**src/rtl/mem_access_stage_pkg.sv**
```systemverilog
// Shared types for the memory-access stage: FSM states,
// load/store width codes and the MEM/WB bundle.
package mem_access_stage_pkg;

  typedef enum logic {
    IDLE = 1'b0,
    BUSY = 1'b1
  } state_t;

  localparam logic [2:0] F3_LB  = 3'b000;
  localparam logic [2:0] F3_LH  = 3'b001;
  localparam logic [2:0] F3_LW  = 3'b010;
  localparam logic [2:0] F3_LBU = 3'b100;
  localparam logic [2:0] F3_LHU = 3'b101;
  localparam logic [2:0] F3_SB  = 3'b000;
  localparam logic [2:0] F3_SH  = 3'b001;
  localparam logic [2:0] F3_SW  = 3'b010;

  typedef struct packed {
    logic        memToReg;
    logic        regWrite;
    logic [4:0]  writeReg;
    logic [31:0] readData;
    logic [31:0] aluOut;
  } memwb_t;

endpackage

```
**src/rtl/mem_access_stage_align.sv**
```systemverilog
// Byte-lane steering for loads/stores; sub-word support is
// built only when MEM_SUBWORD_EN is defined.
module load_store_align
  import mem_access_stage_pkg::*;
(
  input  logic [2:0]  func3,
  input  logic [1:0]  offset,
  input  logic [31:0] storeData,
  input  logic [31:0] memData,
  output logic [3:0]  byteEn,
  output logic [31:0] laneData,
  output logic [31:0] loadData,
  output logic        misaligned
);

`ifdef MEM_SUBWORD_EN
  logic [7:0]  lByte;
  logic [15:0] lHalf;

  always_comb begin
    lByte      = memData[{offset, 3'b000} +: 8];
    lHalf      = offset[1] ? memData[31:16] : memData[15:0];
    byteEn     = 4'b1111;
    laneData   = storeData;
    misaligned = |offset;
    // width lives in func3[1:0]; bit 2 only picks zero-extension
    unique case (func3[1:0])
      F3_SB[1:0]: begin
        byteEn     = 4'b0001 << offset;
        laneData   = {4{storeData[7:0]}};
        misaligned = 1'b0;
      end
      F3_SH[1:0]: begin
        byteEn     = 4'b0011 << offset;
        laneData   = {2{storeData[15:0]}};
        misaligned = offset[0];
      end
      default: begin
      end
    endcase
    unique case (func3)
      F3_LB:   loadData = {{24{lByte[7]}}, lByte};
      F3_LBU:  loadData = {24'h0, lByte};
      F3_LH:   loadData = {{16{lHalf[15]}}, lHalf};
      F3_LHU:  loadData = {16'h0, lHalf};
      default: loadData = memData;
    endcase
  end
`else
  logic unusedFunc3;

  assign unusedFunc3 = ^func3;
  assign byteEn      = 4'b1111;
  assign laneData    = storeData;
  assign loadData    = memData;
  assign misaligned  = |offset;
`endif

endmodule

```
**src/rtl/mem_access_stage.sv**
```systemverilog
// M stage: branch resolve, data-memory access with wait states,
// MEM/WB register. Sub-word accesses under MEM_SUBWORD_EN.
module mem_access_stage
  import mem_access_stage_pkg::*;
#(
  parameter int MAX_WAIT = 15
) (
  input  logic        clock,
  input  logic        reset,
  input  logic        memToRegM,
  input  logic        regWriteM,
  input  logic        memReadM,
  input  logic        memWriteM,
  input  logic        branchM,
  input  logic        alu_zeroM,
  input  logic [2:0]  func3M,
  input  logic [4:0]  write_regM,
  input  logic [31:0] write_dataM,
  input  logic [31:0] alu_outM,
  input  logic [31:0] PC_M,
  output logic        dmem_req,
  output logic        dmem_we,
  output logic [31:0] dmem_addr,
  output logic [31:0] dmem_wdata,
  output logic [3:0]  dmem_be,
  input  logic        dmem_ready,
  input  logic [31:0] dmem_rdata,
  output logic        stallM,
  output logic        pc_srcM,
  output logic [31:0] branch_targetM,
  output logic        bus_errM,
  output logic        memToRegW,
  output logic        regWriteW,
  output logic [4:0]  write_regW,
  output logic [31:0] read_dataW,
  output logic [31:0] alu_outW
);

  localparam logic [7:0] LAST_WAIT = 8'(MAX_WAIT - 1);

  state_t      state, stateNext;
  logic [7:0]  waitCnt, waitCntNext;
  logic        access, misaligned, done;
  logic [31:0] loadData;
  memwb_t      wb;

  assign access = memReadM | memWriteM;

  load_store_align u_align (
    .func3      (func3M),
    .offset     (alu_outM[1:0]),
    .storeData  (write_dataM),
    .memData    (dmem_rdata),
    .byteEn     (dmem_be),
    .laneData   (dmem_wdata),
    .loadData   (loadData),
    .misaligned (misaligned)
  );

  always_comb begin
    stateNext   = state;
    waitCntNext = waitCnt;
    dmem_req    = 1'b0;
    stallM      = 1'b0;
    bus_errM    = 1'b0;
    done        = 1'b0;
    if (!reset) begin
      unique case (state)
        IDLE: begin
          if (access && misaligned) begin
            bus_errM = 1'b1;
          end else if (access) begin
            dmem_req = 1'b1;
            if (dmem_ready) begin
              done = 1'b1;
            end else begin
              stallM      = 1'b1;
              stateNext   = BUSY;
              waitCntNext = 8'd0;
            end
          end
        end
        BUSY: begin
          // the IDLE cycle already counted as the first wait
          if (waitCnt == LAST_WAIT) begin
            bus_errM    = 1'b1;
            stateNext   = IDLE;
            waitCntNext = 8'd0;
          end else begin
            dmem_req = 1'b1;
            if (dmem_ready) begin
              done      = 1'b1;
              stateNext = IDLE;
            end else begin
              stallM      = 1'b1;
              waitCntNext = waitCnt + 8'd1;
            end
          end
        end
        default: stateNext = IDLE;
      endcase
    end
  end

  always_ff @(posedge clock) begin
    if (reset) begin
      state   <= IDLE;
      waitCnt <= 8'd0;
    end else begin
      state   <= stateNext;
      waitCnt <= waitCntNext;
    end
  end

  always_ff @(posedge clock) begin
    if (reset) begin
      wb <= '0;
    end else if (stallM) begin
      wb.regWrite <= 1'b0;
      wb.memToReg <= 1'b0;
    end else begin
      wb.memToReg <= memToRegM & ~bus_errM;
      wb.regWrite <= regWriteM & ~bus_errM;
      wb.writeReg <= write_regM;
      wb.aluOut   <= alu_outM;
      if (done && memReadM) wb.readData <= loadData;
    end
  end

  assign dmem_we        = dmem_req & memWriteM;
  assign dmem_addr      = alu_outM;
  assign pc_srcM        = branchM & alu_zeroM;
  assign branch_targetM = PC_M;
  assign memToRegW      = wb.memToReg;
  assign regWriteW      = wb.regWrite;
  assign write_regW     = wb.writeReg;
  assign read_dataW     = wb.readData;
  assign alu_outW       = wb.aluOut;

endmodule

```
**config.mk**
```make
export PLATFORM = sky130hd
export DESIGN_NAME = mem_access_stage
export DESIGN_NICKNAME = d
export VERILOG_FILES = /design/src/rtl/mem_access_stage_pkg.sv /design/src/rtl/mem_access_stage_align.sv /design/src/rtl/mem_access_stage.sv
export SDC_FILE = /design/constraint.sdc
export NUM_CORES = 1
export LEC_CHECK = 0
export ABC_AREA = 0
export CAP_MARGIN = 40
export CORE_AREA = 2 2 123 125
export CTS_BUF_LIST = sky130_fd_sc_hd__clkbuf_4 sky130_fd_sc_hd__clkbuf_8 sky130_fd_sc_hd__clkbuf_16
export DETAILED_ROUTE_END_ITERATION = 16
export DIE_AREA = 0 0 125 127
export PLACE_DENSITY = 0.73
export SLEW_MARGIN = 10
export SYNTH_ARGS = -nofsm -noshare
export SYNTH_HDL_FRONTEND = slang
export SYNTH_SLANG_ARGS = --single-unit
```
**constraint.sdc**
```tcl
create_clock -name clock -period 4.6 [get_ports clock]
set_clock_uncertainty 0.1 [all_clocks]
set_input_delay 1.15 -clock clock [delete_from_list [all_inputs] [get_ports clock]]
set_output_delay 1.15 -clock clock [all_outputs]
set_load 0.01 [all_outputs]
```
==> metrics.yaml <==
ant_nets: 0
wire_per_inst_um: 15.7
rows: 44
drt_iter0_markers: 99
seq_area_frac_synth: 0.458
coreArea_um2: 14400
crit_start: "alu_outM[1]"
yosys.area.top_type_share: 0.458
synth_area_um2: 3500
gp_routability_congestion: 0.782
grt_pass1_wl_um: 14600
synthArstFlopShare: 0
hp-start: "alu_outW[2]"
dieHeight_um: 127
fp.dieArea_um2: 15900
clkSlewWorstSetupHoldPaths_ns: 0.06
insertion_delay_ns: 0.33
synth_area_leaders: "dfxtp_1 46%, buf_4 21%, a22o_1 17%"
syn2layout_area_growth_pct: 46.8
syn_inst: 326
wl_um: 9500
vdd_drop_max_mv: 0.154
root_buffer: "clkbuf_16"
synth_edf_count: 0
pwr_density_cell_nw_per_um2: 346
finalSetupTns_ns: 0
worstSetupEndpointType: "output port"
rsz0062_at_grt: "no"
finalSetupViolCount: 0
synth_top_cell_by_area: "dfxtp_1"
antennaDiodeCount: 0
track_usage: 0.115
grt_max_degree: 39
maxSlewViolCount: 0
ys_warn_count: 0
antenna_found_initial: 0
period_needed_ns: 4.19
cts_max_path_buffers: 2
ctsResizeCount: 0
drcViolationCount: 0
hp-class: "flip-flop to flip-flop"
cts_buffers: 9
synthTopCellsByCount: "100 x buf_4, 80 x dfxtp_1, 69 x a22o_1"
grt.overflow.total: 0
finalHoldViolations: 0
hpwl_um: 7070
worst_slack_ns: 0.410
worstMarginPinSlew_ns: 0.541
ys_types: 34
hold_ws_ns: 0.376
start_util: 0.242
syn_avg_cell_area_um2: 10.7
postCtsSetupBuffers: 0
power.leakage_nw: 1.96
synth_ff_type: "dfxtp_1"
cts.hold.buffers_added: 0
synth_seq_cells: 80
worstSetupPathType: "primary input to output port"
min_period_over_period: 0.911
die_width_um: 125
via_count: 2730
num-fill-cells: 1397
start_kind: "primary input"
slew_headroom: 0.638
drive_above_1_share: 0.0668
clock_sinks: 80
portBuffers: 185
critPathRequiredTime_ns: 3.35
worstReg2RegStart: "waitCnt[0]"
cp.arrival_ns: 2.94
cts_tree: "yes"
yosysMostFrequentCell: "buf_4"
max_cap_violations: 0
cts_max_level: 3
via_per_inst: 4.53
place_ws_ns: 0.403
crit_fanout: 4
final_nets: 561
fmax_mhz: 239
power_w: 0.00178
drtPass1Iterations: 4
outcome: "completed"
grt_pass1_vias: 2810
io_pins: 321
-- final cells by class --
| class | instances | area, µm² | share of cell area |
|---|---|---|---|
| Clock buffer | 10 | 239 | 0.0466 |
| Clock inverter | 6 | 90.1 | 0.0176 |
| Inverter | 1 | 3.75 | 0.000732 |
| Multi-Input combinational cell | 131 | 1060 | 0.207 |
| Sequential cell | 80 | 1600 | 0.312 |
| Tap cell | 184 | 230 | 0.0449 |
| Timing Repair Buffer | 191 | 1900 | 0.371 |
-- layout by cell type, fill, tap and decap left out, drive strengths merged --
cell type and instances:
a21o 1, nor3b 2, clkinvlp 1, and2 1, and3b 2, o211ai 2
nor4b 2, clkbuf 10, or4 4, clkdlybuf4s50 185, a21oi 11, bufinv 2
buf 6, conb 4, nand4b 3, clkinv 2, nand2b 3, or2 1
o211a 1, o31ai 6, or3 3, and4b 2, nor3 2, o21ai 2
nand4 1, nor2 4, a22o 69, a211o 1, nand2 2, inv 2
dfxtp 80, ha 2
-- layer usage --
layer  up-vias  track usage  wire, µm
met5         -            0         0
met4         0       0.0706       445
met3        55       0.0469       847
met2       149        0.194      4460
met1      1269        0.121      3740
li1       1257            -         -
-- worst max-delay path: stages --
cell	delay, ns
clkdlybuf4s50_1	0.51
nor2_1	0.10
or3_1	0.35
a21oi_1	0.24
clkdlybuf4s50_1	0.58
-- path summary, 6_finish.rpt --
check	slack [ns]	depth (start not counted)	endpoint
worst max-delay path	0.41	5	bus_errM
worst min-delay path	0.38	1	alu_outW[2]
worst max register to register	2.20	7	alu_outW[11]
worst min register to register	0.38	1	alu_outW[2]
-- kinds of logic after synthesis --
| kind of cell | share of synthesized area |
|---|---|
| buffers and inverters | 0.244 |
| AO/OA/AOI/OAI | 0.217 |
| flip-flops | 0.458 |
| AND/OR/NAND/NOR | 0.0723 |
| adder cells (fa/ha/maj) | 0.00716 |
| other | 0.00107 |
-- sequential cells by signal, indices dropped and copies added, names as in the netlist --
name / cells
alu_outW: 32
read_dataW: 32
waitCnt: 8
write_regW: 5
memToRegW: 1
regWriteW: 1
state: 1
-- through the flow --
step / cells / instance area [µm²] / util
floorplan: 329 / 3510 / -
global placement: 586 / 4790 / 0.332
detailed placement: 587 / 4800 / 0.333
CTS: 603 / 5130 / 0.356
global route: 603 / 5130 / 0.356
finish: 603 / 5130 / 0.356
-- power breakdown --
| part | total [W] | switching, W | internal [W] |
|---|---|---|---|
| clock | 0.000781 | 0.000290 | 0.000492 |
| combinational | 0.000254 | 0.0000936 | 0.000161 |
| sequential | 0.000740 | 0.0000163 | 0.000723 |
(Power assumes the default switching activity.)
